**src/rtl/my_lsu.sv**
```systemverilog
// Load/store unit between execute and my_dmem: byte/half/word accesses,
// word-crossing accesses split into two aligned dmem cycles, load extension.
module my_lsu #(
   parameter bit ALLOW_MISALIGNED = 1'b1
) (
   input  logic        clk,
   input  logic        rst,
   input  logic        req_valid_i,
   output logic        req_ready_o,
   input  logic        req_we_i,
   input  logic [1:0]  req_size_i,
   input  logic        req_unsigned_i,
   input  logic [31:0] req_addr_i,
   input  logic [31:0] req_wdata_i,
   output logic        rsp_valid_o,
   output logic [31:0] rsp_rdata_o,
   output logic        rsp_err_o,
   output logic        dmem_we_o,
   output logic [3:0]  dmem_wmask_o,
   output logic [31:0] dmem_addr_o,
   output logic [31:0] dmem_wdata_o,
   input  logic [31:0] dmem_rdata_i
);

   typedef enum logic [1:0] {S_IDLE, S_FIRST, S_SECOND, S_DONE} state_t;

   state_t      r_state, w_state_nxt;
   logic        r_we, r_uns, r_err, r_split;
   logic [1:0]  r_size, r_off;
   logic [3:0]  r_bm_hi;
   logic [31:0] r_wdata, r_buf;

   logic        w_accept, w_split, w_err;
   logic [1:0]  w_off;
   logic [2:0]  w_n;
   logic [7:0]  w_bm_base, w_bm;
   logic [5:0]  w_sh_hi;
   logic [31:0] w_ext;
   logic        w_we_nxt;
   logic [3:0]  w_mask_nxt;
   logic [31:0] w_addr_nxt, w_wdata_nxt;

   assign req_ready_o = (r_state == S_IDLE);
   assign w_accept    = req_valid_i && req_ready_o;
   assign w_off       = req_addr_i[1:0];

   always_comb begin
      w_n       = 3'd4;
      w_bm_base = 8'h0F;
      case (req_size_i)
         2'b00:   begin w_n = 3'd1; w_bm_base = 8'h01; end
         2'b01:   begin w_n = 3'd2; w_bm_base = 8'h03; end
         default: ;
      endcase
   end

   assign w_bm    = w_bm_base << w_off;
   assign w_split = (({1'b0, w_off} + w_n) > 3'd4);
   assign w_err   = (req_size_i == 2'b11) || (w_split && !ALLOW_MISALIGNED);
   // Shift that brings the upper bytes of a split access into / out of lane 0
   assign w_sh_hi = {3'd4 - {1'b0, r_off}, 3'b000};

   always_ff @(posedge clk) begin
      if (rst) r_state <= S_IDLE;
      else     r_state <= w_state_nxt;
   end

   always_comb begin
      w_state_nxt = r_state;
      w_we_nxt    = 1'b0;
      w_mask_nxt  = 4'b0;
      w_addr_nxt  = 32'b0;
      w_wdata_nxt = 32'b0;
      case (r_state)
         S_IDLE: begin
            if (w_accept) begin
               if (w_err) begin
                  w_state_nxt = S_DONE;
               end else begin
                  w_state_nxt = S_FIRST;
                  w_we_nxt    = req_we_i;
                  w_mask_nxt  = w_bm[3:0];
                  w_addr_nxt  = {req_addr_i[31:2], 2'b00};
                  w_wdata_nxt = req_wdata_i << {w_off, 3'b000};
               end
            end
         end
         S_FIRST: begin
            if (r_split) begin
               w_state_nxt = S_SECOND;
               w_we_nxt    = r_we;
               w_mask_nxt  = r_bm_hi;
               w_addr_nxt  = {dmem_addr_o[31:2] + 30'd1, 2'b00};
               w_wdata_nxt = r_wdata >> w_sh_hi;
            end else begin
               w_state_nxt = S_DONE;
            end
         end
         S_SECOND: w_state_nxt = S_DONE;
         S_DONE:   w_state_nxt = S_IDLE;
         default:  w_state_nxt = S_IDLE;
      endcase
   end

   always_ff @(posedge clk) begin
      if (rst) begin
         dmem_we_o    <= 1'b0;
         dmem_wmask_o <= 4'b0;
         dmem_addr_o  <= 32'b0;
         dmem_wdata_o <= 32'b0;
         r_we         <= 1'b0;
         r_uns        <= 1'b0;
         r_err        <= 1'b0;
         r_split      <= 1'b0;
         r_size       <= 2'b0;
         r_off        <= 2'b0;
         r_bm_hi      <= 4'b0;
         r_wdata      <= 32'b0;
         r_buf        <= 32'b0;
      end else begin
         dmem_we_o    <= w_we_nxt;
         dmem_wmask_o <= w_mask_nxt;
         dmem_addr_o  <= w_addr_nxt;
         dmem_wdata_o <= w_wdata_nxt;
         case (r_state)
            S_IDLE: begin
               if (w_accept) begin
                  r_we    <= req_we_i;
                  r_uns   <= req_unsigned_i;
                  r_err   <= w_err;
                  r_split <= w_split;
                  r_size  <= req_size_i;
                  r_off   <= w_off;
                  r_bm_hi <= w_bm[7:4];
                  r_wdata <= req_wdata_i;
                  r_buf   <= 32'b0;
               end
            end
            S_FIRST:  r_buf <= dmem_rdata_i >> {r_off, 3'b000};
            S_SECOND: r_buf <= r_buf | (dmem_rdata_i << w_sh_hi);
            default: ;
         endcase
      end
   end

   always_comb begin
      w_ext = r_buf;
      case (r_size)
         2'b00:   w_ext = {{24{~r_uns & r_buf[7]}},  r_buf[7:0]};
         2'b01:   w_ext = {{16{~r_uns & r_buf[15]}}, r_buf[15:0]};
         default: ;
      endcase
   end

   assign rsp_valid_o = (r_state == S_DONE);
   assign rsp_err_o   = rsp_valid_o && r_err;
   assign rsp_rdata_o = (rsp_valid_o && !r_we && !r_err) ? w_ext : 32'b0;

endmodule

```
**config.mk**
```make
export PLATFORM = sky130hd
export DESIGN_NAME = my_lsu
export DESIGN_NICKNAME = d
export VERILOG_FILES = /design/src/rtl/my_lsu.sv
export SDC_FILE = /design/constraint.sdc
export NUM_CORES = 1
export LEC_CHECK = 0
export ABC_AREA = 1
export BUFFER_PORTS_ARGS = -buffer_cell sky130_fd_sc_hd__buf_2
export CAP_MARGIN = 20
export CORE_UTILIZATION = 54
export CTS_CLUSTER_SIZE = 25
export DETAILED_ROUTE_END_ITERATION = 16
export PLACE_DENSITY_LB_ADDON = 0.08
export SYNTH_ARGS = -nofsm -noshare
export SYNTH_HDL_FRONTEND = slang
export SYNTH_SLANG_ARGS = --single-unit
```
**constraint.sdc**
```tcl
create_clock -name clk -period 3 [get_ports clk]
set_clock_uncertainty 0.2 [all_clocks]
set_input_delay 0 -clock clk [delete_from_list [all_inputs] [get_ports clk]]
set_output_delay 0 -clock clk [all_outputs]
set_load 0.01 [all_outputs]
```
==> results of run 1 <==
-- worst max path at each step --
stage / from / to / slack, ns
final: r_off[0]$_SDFFE_PP0P_ / r_buf[6]$_SDFFE_PP0P_ / 0.16
after global routing: r_off[1]$_SDFFE_PP0P_ / r_buf[17]$_SDFFE_PP0P_ / 0.03
after CTS: r_off[0]$_SDFFE_PP0P_ / r_buf[7]$_SDFFE_PP0P_ / 0.13
after detailed placement: r_state[1]$_SDFFE_PP0P_ / dmem_addr_o[7]$_SDFF_PP0_ / 0.54
after global placement: r_state[0]$_SDFFE_PP0P_ / dmem_addr_o[5]$_SDFF_PP0_ / 0.65
after floorplan: r_off[0]$_SDFFE_PP0P_ / r_buf[8]$_SDFFE_PP0P_ / 0.78
-- power breakdown --
part | total [mW] | switching, mW | internal (mW)
Clock | 2.19 | 0.825 | 1.37
Combinational | 2.71 | 1.76 | 0.951
Sequential | 2.35 | 0.187 | 2.17
-- worst reg2reg max path, delay by kind of cell, from the launching register on --
family	cells	cell delay (ns)
AOI/OAI and AO/OA	1	0.16
buffers and inverters	3	1.54
DFF	1	0.35
and+or+nand+nor	5	0.52
-- cells in the mapped netlist --
| library cell | number | area share, % |
|---|---|---|
| inv_1 | 101 | 4.5 |
| o21bai_1 | 4 | 0.35 |
| a22o_1 | 2 | 0.21 |
| nand3_1 | 104 | 6.1 |
| a32o_1 | 1 | 0.12 |
| a21oi_1 | 117 | 6.9 |
| o31ai_1 | 1 | 0.089 |
| mux2i_1 | 8 | 0.94 |
| nor2_4 | 4 | 0.53 |
| buf_2 | 37 | 2.2 |
| dfxtp_1 | 144 | 34 |
| nor2_2 | 6 | 0.44 |
| o211ai_1 | 12 | 1.1 |
| nor2_1 | 109 | 4.8 |
| buf_6 | 2 | 0.27 |
| nor3_1 | 12 | 0.71 |
| clkinv_2 | 1 | 0.059 |
| a21oi_4 | 1 | 0.19 |
| clkbuf_1 | 22 | 0.97 |
| nand2_1 | 543 | 24 |
| nand2_2 | 5 | 0.37 |
| o21ai_0 | 100 | 5.9 |
| inv_2 | 8 | 0.35 |
| ha_1 | 9 | 1.3 |
| buf_1 | 6 | 0.27 |
| o21ai_1 | 7 | 0.41 |
| a31oi_1 | 3 | 0.22 |
| nand3b_1 | 1 | 0.089 |
| fa_1 | 1 | 0.24 |
| a21boi_0 | 1 | 0.089 |
| a211oi_2 | 1 | 0.15 |
| nand4_1 | 5 | 0.37 |
| or2_2 | 3 | 0.22 |
| nand3_2 | 2 | 0.24 |
| buf_4 | 8 | 0.71 |
| o22ai_1 | 7 | 0.52 |
| conb_1 | 1 | 0.044 |
-- state kept, by name (all words and copies together) (netlist names) --
signal / cells
dmem_wdata_o: 32
r_buf: 32
r_wdata: 32
dmem_addr_o: 30
dmem_wmask_o: 4
r_bm_hi: 3
r_off: 2
r_size: 2
r_state: 2
dmem_we_o: 1
r_err: 1
r_split: 1
r_uns: 1
r_we: 1
-- metal layers --
metal  wire length, um  share of wire [%]  track usage, %
met3              3200                 11            6.57
met5                 0                  0               0
met4              1030                3.5            15.9
met1             11800                 40            46.9
met2             13300                 45            59.3
-- cells by family (layout without fill, tap and decap cells) --
kind of cell               after synthesis  in the layout  share of synthesized area (%)
other                                    1              2                         0.0442
adders and majority gates               10             10                           1.56
DFF                                    144            144                           34.0
and+or+nand+nor                        794            794                           38.0
AOI/OAI and AO/OA                      257            257                           16.2
buffers and inverters                  185            497                           9.28
muxes                                    8              8                          0.944
-- placed cells by master, fill, tap and decap left out, types with 4 or more instances in the layout --
master / netlist / final
nand2_1: 543 / 543
buf_2: 37 / 204
dfxtp_1: 144 / 143
dlygate4sd3_1: 0 / 135
a21oi_1: 117 / 117
nor2_1: 109 / 108
nand3_1: 104 / 104
inv_1: 101 / 101
o21ai_0: 100 / 100
clkbuf_16: 0 / 17
buf_4: 8 / 15
nor3_1: 12 / 12
o211ai_1: 12 / 12
ha_1: 9 / 9
inv_2: 8 / 8
mux2i_1: 8 / 8
o21ai_1: 7 / 7
o22ai_1: 7 / 7
nor2_2: 6 / 6
nand2_2: 5 / 5
nor2_4: 4 / 5
nand4_1: 5 / 5
o21bai_1: 4 / 4
-- what timing repair did --
| item | in CTS | in global routing |
|---|---|---|
| hold buffers | 135 | 0 |
| endpoints found under the hold margin | 142 | 0 |
| resized for setup | 0 | 3 |
| setup endpoints to repair | 0 | 7 |
-- final cells by class --
class	count	area, um^2
multi-input combinational	1071	4820
clock buffer	22	474
timing repair buffer	356	2510
fill	1296	3760
sequential	144	2880
clock inverter	9	133
tap	211	264
inverter	110	414
==> key figures, run 1 <==
CTS
  – CTS sink cnt: 144
  – Clock Path Buffers: 2
  – Setup bufs post-CTS: 0
  – Root Driver: clkbuf_16
  – CTS tree: done
  – Clk slew on worst S/H paths: 0.06 ns
  – H-tree Lvls: 4
  – Total CTS buffers: 17
  – Worst-skew pair later-pin latency: ~0.42 ns

Critical path
  – Critical Path Start Type: flop
  – Endpoint type of the worst setup path: flop
  – R2r worst-path depth: 9
  – Max FO, Critical Path: 63
  – Max stage delay on crit path: about 0.57 ns
  – Critical-path top delay cell: dlygate4sd3_1
  – Launch point of the worst reg-to-reg path: r_off[0]$_SDFFE_PP0P_
  – Crit path buf inv count: 3
  – RR Endpoint: r_buf[6]$_SDFFE_PP0P_
  – Reg2Reg Setup Slack: roughly 0.16 ns
  – Critical path class: flop to flop
  – Worst path depth: 9
  – Arr. time, crit path: about 3 ns
  – Cell breakdown of the critical path: buf_6 -> nand2_1 -> nand2_1 -> dlygate4sd3_1 -> nand2_1 -> nand3_1 -> dlygate4sd3_1 -> nand2_1 -> a21oi_1
  – Family with the most delay on the worst path: buffers and inverters
  – Most frequent cell on the critical path: nand2_1
  – Worst Path Required: 3.15 ns

Floorplan
  – Initial Utilization: 55.6%
  – Io pins: slightly above 200
  – Die W: between 100 and 150 um
  – Die area: 16200 um^2
  – Die H: ~130 um
  – Row Count: between 40 and 50
  – Core area: 15300 um^2

Layout
  – Cell area after layout: 11500 um^2
  – Fraction of layout cells with a size suffix above 1: roughly 17%
  – Antenna diodes: 0
  – Final #Nets: ~1.8k
  – Area Overhead vs Synth: 35.6%
  – Final Non-Filler Cells: slightly below 2k
  – Final core utilization: 75.4%

STA
  – Fin worst setup slack: ~0.16 ns
  – Worst slew pin tran: between 0.6 and 0.7 ns
  – Min Tclk post-route: ~2.8 ns
  – Final period utilization: 94.7%
  – Slew Viols, Final: 0
  – Hold slack: approximately 0.11 ns
  – Hold Fails Final Rpt: 0
  – Normalized max-slew margin: 57.7%
  – Final setup TNS: 0 ns
  – Setup-failing EPs final: 0
  – RSZ-0062 raised after global routing: false
  – Fmax achieved: ~0.35 GHz

Drt
  – DR iter-0 viols: about 1.2k
  – Final wirelength: around 30 mm
  – Vias: ~11k
  – First-pass DRT Iterations: 8
  – Post-route ant nets: 0
  – WL/cell: 15.3 um
  – Post-DR vias/cell: between 5 and 6
  – Drt drc: 0

Yosys
  – Post-Syn Area: approximately 8500 um^2
  – Sequential area share after synthesis: around 34%
  – Yosys reg bits: approximately 140
  – Mean area per synthesized cell: ~6 um^2
  – Post-synth cell types: 37
  – Mapped Cells: approximately 1.4k
  – Synth warn: 0

Global route
  – Number of global-route vias before repair: 9752
  – GRT overflow: 0
  – Global-route wire length before repair: approximately 47 mm
  – Total track usage: 36.3%
  – Initial antenna violation count: 0
  – Largest net degree at the start of global routing: between 60 and 70

Placed design
  – Post-DP HPWL: 17.8 mm
  – Setup slack at placement: roughly 0.54 ns
  – Buffers on Ports: approximately 200
  – Placed insts: 1757
  – GP Congestion: around 0.92
  – Placed Area: 9530 um^2

Worst hold path
  – Hold Path Cell Cnt: 4
  – Hold WC Path Type: input port to flop
  – WHS Endpoint: dmem_addr_o[20]$_SDFF_PP0_
  – Min-delay src: req_addr_i[20]

Power
  – Peak supply drop: roughly 540 uV
  – Leakage power total: 5.35 nW
  – Final Power: between 7 and 8 mW
  – Power density cells: ~630 nW/um^2

Run status
  – Status: finished clean

Run
  – # Max-Cap Violations: 0
No activity file was read; power rests on OpenSTA's default activity.
==> run 2, diff against run 1 <==
==> constraint.sdc (replaced) <==
create_clock -name clk -period 3.25 [get_ports clk]
set_clock_uncertainty 0.2 [all_clocks]
set_input_delay 0 -clock clk [delete_from_list [all_inputs] [get_ports clk]]
set_output_delay 0 -clock clk [all_outputs]
set_load 0.01 [all_outputs]
==> run 2 against run 1 <==
Effect of this change:
- global-route usage down 0.093 points
- clock-buffer cell count up 2
- via count down 0.16%
- critical endpoint is now r_buf[16]$_SDFFE_PP0P_
- register-to-register slack better by 0.03 ns
- die area unchanged
- critical path type unchanged
- non-clock buffer count up 1
- final cell count up 0.10%
- fmax down 7.0%
- highest routed layer unchanged
- largest power group unchanged
- worst setup slack better by 0.035 ns
==> key figures, run 2 (synthesis results as in run 1) <==
Power
  – Peak supply drop: 495 uV (-8.8%)
  – Power density cells: 591 nW/um^2 (-6.4%)
  – Leakage power total: 5.39 nW (+0.81%)
  – Internal Power: 4.25 mW (-5.3%)
  – Clock power frac: 31.2% (+1.0 points)
  – Final Power: 6.81 mW (-6.1%)
  – Psw: 2.56 mW (-7.3%)
  – Sequential power share: 31.9% (-0.5 points)
  – Net Sw Frac: 37.7% (-0.50 points)
  – Combinational power share: 36.9% (-0.4 points)

Layout
  – Antenna diodes: 0 (unchanged)
  – Filler instances: 1271 (-1.9%)
  – Area Overhead vs Synth: 36.0%
  – Top Registers: dmem_wdata_o x32, r_buf x32, r_wdata x32
  – Fraction of layout cells with a size suffix above 1: 16.9% (+0.33 points)
  – Most frequent cells in the layout: nand2_1, buf_2, dfxtp_1
  – Final Non-Filler Cells: 1925 (+0.10%)
  – Commonest non-fill, non-tap cell in the layout: nand2_1
  – Final #Nets: 1814 (+0.055%)
  – Final core utilization: 75.6% (+0.22 points)

STA
  – Fmax achieved: 0.327 GHz (-7.0%)
  – Slew Viols, Final: 0 (unchanged)
  – Hold Fails Final Rpt: 0 (unchanged)
  – Fin worst setup slack: 0.193 ns (+0.0350 ns)
  – Worst slew pin tran: 0.720 ns (+0.0865 ns)
  – Normalized max-slew margin: 52.0% (-5.7 points)
  – Setup-failing EPs final: 0 (unchanged)
  – Hold slack: 0.0129 ns (-0.0929 ns)
  – Min Tclk post-route: 3.06 ns (+0.215 ns)
  – Final period utilization: 94.1% (-0.67 points)

CTS
  – H-tree Lvls: 4 (unchanged)
  – Total CTS buffers: 17 (unchanged)
  – Clk slew on worst S/H paths: 0.06 ns (about the same)
  – Clock Path Buffers: 2 (unchanged)
  – Root Driver: clkbuf_16
  – Worst-skew pair later-pin latency: 0.43 ns (about the same)
  – CTS sink cnt: 144 (unchanged)
  – CTS tree: done

Drt
  – Drt drc: 0 (unchanged)
  – First-pass DRT Iterations: 7 (-1)
  – DR iter-0 viols: 918 (-25%)
  – Post-route ant nets: 0 (unchanged)
  – Post-DR vias/cell: 5.46 (-0.27%)
  – Vias: 10.5k (-0.16%)
  – Final wirelength: 29.3 mm (about the same)
  – WL/cell: 15.2 um (-0.11%)

Floorplan
  – Io pins: 207 (unchanged)
  – Core area: 15300 um^2 (unchanged)
  – Die W: 127 um (unchanged)
  – Row Count: 45 (unchanged)
  – Initial Utilization: 55.6% (unchanged)
  – Die H: 127 um (unchanged)
  – Die area: 16200 um^2 (unchanged)

Placed design
  – GP Congestion: 0.920 (-0.43%)
  – Placed insts: 1758 (+0.057%)
  – Post-DP HPWL: 17.9 mm (+0.97%)
  – Setup slack at placement: 0.770 ns (+0.228 ns)
  – Buffers on Ports: 204 (unchanged)

Run status
  – Status: finished clean

Critical path
  – Reg2Reg Setup Slack: 0.19 ns (+0.03 ns)
  – Critical Path Start Type: flop
  – Max FO, Critical Path: 15 (-76%)
  – Cell breakdown of the critical path: inv_1 -> ha_1 -> inv_2 -> nor2_4 -> nand3_1 -> nand3_1 -> dlygate4sd3_1 -> nand2_1 -> nand2_1 -> dlygate4sd3_1 -> nand2_1 -> a21oi_1
  – Critical path class: flop to flop
  – Crit path buf inv count: 4 (+1)
  – Arr. time, crit path: 3.22 ns (+0.23 ns)
  – Endpoint type of the worst setup path: flop
  – Critical-path top delay cell: dlygate4sd3_1
  – Most frequent cell on the critical path: nand2_1
  – Max stage delay on crit path: 0.57 ns (about the same)
  – Family with the most delay on the worst path: buffers and inverters
  – Worst Path Required: 3.41 ns (+0.26 ns)

Global route
  – Initial antenna violation count: 0 (unchanged)
  – Total track usage: 36.2% (-0.093 points)
  – Global-route wire length before repair: 47.0 mm (-0.44%)
  – Number of global-route vias before repair: 9792 (+0.41%)
  – Largest net degree at the start of global routing: 64 (unchanged)
  – GRT overflow: 0 (unchanged)

Run
  – # Max-Cap Violations: 0 (unchanged)

Worst hold path
  – Hold WC Path Type: input port to flop
-- run 2: cell types whose count changed in the layout (fill, tap and decap cells not counted), sizes merged --
cell / previous run / this run
buf: 221 / 224
clkbuf: 22 / 24
clkinv: 5 / 4
dlygate4sd3: 135 / 133
-- run 2: repair_timing --
action                                 CTS  global route
gates resized for setup                  0             1
hold buffers                           133             0
setup endpoints to repair                0             1
endpoints found under the hold margin  143             0
setup buffers                            0             2
-- run 2: power groups by stage --
stage               clock (mW)  combinational [mW]  sequential, mW
finish                    2.12                2.52            2.17
global route              2.21                2.78            2.19
CTS                       2.13                2.42            2.16
detailed placement           0                2.15            2.20
global placement             0                2.13            2.19
floorplan                    0                1.57            2.19
-- run 2: metrics by stage --
stage / TNS [ns] / instance area (um^2)
2_1_floorplan: 0 / 8480
6_report: 0 / 11500
4_1_cts: 0 / 11500
3_3_place_gp: 0 / 9540
3_5_place_dp: 0 / 9540
5_1_grt: -0.00976 / 11500
-- run 2: worst register-to-register path, delay by kind of cell, from the launching register on --
family                     cells  cell delay [ns]
adders and majority gates      1             0.37
AOI/OAI and AO/OA              1             0.12
DFF                            1             0.38
and+or+nand+nor                6             0.55
buffers and inverters          4             1.38
-- run 2: final timing paths --
check	from	to	cells past startpoint
max	r_off[1]$_SDFFE_PP0P_	r_buf[16]$_SDFFE_PP0P_	12
min	dmem_rdata_i[7]	r_buf[15]$_SDFFE_PP0P_	9
max reg2reg	r_off[1]$_SDFFE_PP0P_	r_buf[16]$_SDFFE_PP0P_	12
min reg2reg	r_wdata[5]$_SDFFE_PP0P_	r_wdata[5]$_SDFFE_PP0P_	2
-- run 2: final cells by class --
cell class | count | area (um^2) | share of cell area, %
clock buffers | 24 | 522 | 4.52
inverters | 110 | 414 | 3.59
repair buffers | 357 | 2500 | 21.7
multi-input cells | 1071 | 4820 | 41.8
flip-flops and latches | 144 | 2880 | 25.0
clock inverters | 8 | 124 | 1.07
well taps | 211 | 264 | 2.29
-- run 2: routing by layer --
layer,up-vias,track usage [%],part of all wire [%]
met4,0,19.4,3.8
met1,4705,45.4,40
li1,5090,-,-
met2,612,59.0,46
met3,113,6.87,10
met5,-,0,0
==> run 3, diff against run 2 <==
--- a/config.mk
+++ b/config.mk
@@ -11,7 +11,7 @@
 export CORE_UTILIZATION = 54
 export CTS_CLUSTER_SIZE = 25
 export DETAILED_ROUTE_END_ITERATION = 16
-export PLACE_DENSITY_LB_ADDON = 0.08
+export PLACE_DENSITY_LB_ADDON = 0.3
 export SYNTH_ARGS = -nofsm -noshare
 export SYNTH_HDL_FRONTEND = slang
 export SYNTH_SLANG_ARGS = --single-unit
==> run 3 against run 2 <==
Effect of this change:
- largest cell class unchanged
- cell area shrank 0.70%
- non-clock buffer count is 6 lower
- sequential share of layout area up 0.18 points
- critical endpoint unchanged
- register-to-register slack worse by 0.08 ns
- critical path type unchanged
- total power is 1.5% lower
- clock power fell by 5%
- critical path depth stayed put
- clock-buffer cell count fell by 5
- fmax shrank 2.6%
==> key figures, run 3 (synthesis results as in run 1) <==
Run status
  – Status: finished clean

Layout
  – Antenna diodes: 0 (unchanged)
  – Most frequent cells in the layout: nand2_1, buf_2, dfxtp_1
  – Final #Nets: 1809 (-0.28%)
  – Final Non-Filler Cells: 1919 (-0.31%)
  – Commonest non-fill, non-tap cell in the layout: nand2_1
  – Fraction of layout cells with a size suffix above 1: 16.8% (-0.058 points)
  – Cell area after layout: 11500 um^2 (-0.70%)
  – Top Registers: dmem_wdata_o x32, r_buf x32, r_wdata x32
  – Filler instances: 1191 (-6.3%)
  – Area Overhead vs Synth: 35.0%

Critical path
  – Critical Path Start Type: flop
  – Crit. Startpoint: r_off[1]$_SDFFE_PP0P_
  – Critical-path top delay cell: dlygate4sd3_1
  – Family with the most delay on the worst path: buffers and inverters
  – Launch point of the worst reg-to-reg path: r_off[1]$_SDFFE_PP0P_
  – Most frequent cell on the critical path: nand2_1
  – Arr. time, crit path: 3.31 ns (+0.09 ns)
  – Max FO, Critical Path: 16 (+1)
  – Endpoint type of the worst setup path: flop
  – Reg2Reg Setup Slack: 0.11 ns (-0.08 ns)
  – Crit path buf inv count: 4 (unchanged)
  – Worst path depth: 12 (unchanged)
  – Worst Path Required: 3.42 ns (about the same)
  – Max stage delay on crit path: 0.57 ns (about the same)
  – Cell breakdown of the critical path: inv_1 -> ha_1 -> inv_4 -> nor2_4 -> nand3_1 -> nand3_1 -> dlygate4sd3_1 -> nand2_1 -> nand2_1 -> nand2_1 -> a21oi_1 -> dlygate4sd3_1
  – R2r worst-path depth: 12 (unchanged)
  – Critical path class: flop to flop

Global route
  – Total track usage: 35.9% (-0.30 points)
  – GRT overflow: 0 (unchanged)
  – Largest net degree at the start of global routing: 64 (unchanged)
  – Number of global-route vias before repair: 9870 (+0.80%)
  – Initial antenna violation count: 0 (unchanged)
  – Global-route wire length before repair: 46.8 mm (-0.34%)

CTS
  – Root Driver: clkbuf_16
  – CTS sink cnt: 144 (unchanged)
  – Clk slew on worst S/H paths: 0.06 ns (about the same)
  – Clock Path Buffers: 2 (unchanged)
  – H-tree Lvls: 4 (unchanged)
  – Total CTS buffers: 17 (unchanged)
  – CTS tree: done
  – Worst-skew pair later-pin latency: 0.43 ns (about the same)

Drt
  – Post-route ant nets: 0 (unchanged)
  – Drt drc: 0 (unchanged)
  – DR iter-0 viols: 1347 (+47%)
  – Post-DR vias/cell: 5.58 (+2.1%)
  – WL/cell: 15.4 um (+1.3%)
  – Vias: 10.7k (+1.7%)
  – Final wirelength: 29.6 mm (+0.95%)
  – First-pass DRT Iterations: 8 (+1)

Floorplan
  – Die area: 16200 um^2 (unchanged)
  – Die W: 127 um (unchanged)
  – Io pins: 207 (unchanged)
  – Row Count: 45 (unchanged)
  – Die H: 127 um (unchanged)
  – Initial Utilization: 55.6% (unchanged)
  – Core area: 15300 um^2 (unchanged)

Power
  – Leakage power total: 5.35 nW (-0.80%)
  – Peak supply drop: 514 uV (+3.8%)
  – Power density cells: 586 nW/um^2 (-0.84%)
  – Final Power: 6.71 mW (-1.5%)

Placed design
  – Buffers on Ports: 204 (unchanged)
  – Post-DP HPWL: 17.9 mm (-0.28%)
  – Placed insts: 1754 (-0.23%)
  – GP Congestion: 0.949 (+3.1%)
  – Placed Area: 9510 um^2 (-0.31%)

Worst hold path
  – Min-delay src: rst
  – Hold WC Path Type: input port to flop
  – Hold Path Cell Cnt: 2 (-7)

STA
  – Hold slack: 0.0324 ns (+0.0195 ns)
  – Fmax achieved: 0.318 GHz (-2.6%)
  – Normalized max-slew margin: 27.3% (-25 points)
  – Final period utilization: 96.6% (+2.6 points)
  – Hold Fails Final Rpt: 0 (unchanged)
  – Slew Viols, Final: 0 (unchanged)
  – Setup-failing EPs final: 0 (unchanged)
  – Min Tclk post-route: 3.14 ns (+0.0829 ns)
  – Worst slew pin tran: 1.09 ns (+0.370 ns)

Run
  – # Max-Cap Violations: 0 (unchanged)
[run 3: power breakdown]
group	switching (mW)	internal [mW]	leakage [nW]
sequential	0.187	2.00	1.17
combinational	1.62	0.880	3.87
clock	0.775	1.25	0.304
[run 3: final timing paths]
path / endpoint
hold / removal: r_buf[10]$_SDFFE_PP0P_
setup / recovery: r_buf[16]$_SDFFE_PP0P_
hold reg to reg: r_wdata[1]$_SDFFE_PP0P_
setup reg to reg: r_buf[16]$_SDFFE_PP0P_
[run 3: through the flow]
stage	setup slack, ns	TNS, ns	util [%]
after floorplan	1.03	0	-
after global placement	0.935	0	62.3
after detailed placement	0.854	0	62.3
after CTS	0.0229	0	74.8
after global routing	-0.0189	-0.0270	75.0
final	0.110	0	75.0
[run 3: per-layer routing]
metal	up-vias	share of wire [%]	track usage, %
li1	5082	-	-
met1	4783	39	44.9
met2	726	46	60.1
met3	113	11	6.70
met4	0	3.4	16.2
met5	-	0	0
[run 3: what timing repair did]
item | in CTS | in global routing
endpoints found under the hold margin | 141 | 0
endpoints found under the setup margin | 0 | 3
hold buffers | 129 | 0
buffers inserted | 0 | 4
gates resized for setup | 0 | 3
[run 3: area by class of cell]
class | instances | area, um^2 | area share, %
Timing Repair Buffer | 351 | 2450 | 21.4
Multi-Input combinational cell | 1072 | 4830 | 42.2
Clock inverter | 12 | 158 | 1.38
Inverter | 110 | 417 | 3.64
Sequential cell | 144 | 2880 | 25.2
Clock buffer | 19 | 453 | 3.96
Tap cell | 211 | 264 | 2.31
[run 3: worst reg2reg max path, cell delays in order (launching register included)]
cell           delay (ns)
dfxtp_1              0.39
inv_1                0.07
ha_1                 0.41
inv_4                0.16
nor2_4               0.25
nand3_1              0.10
nand3_1              0.11
dlygate4sd3_1        0.54
nand2_1              0.05
nand2_1              0.06
nand2_1              0.05
a21oi_1              0.13
dlygate4sd3_1        0.57
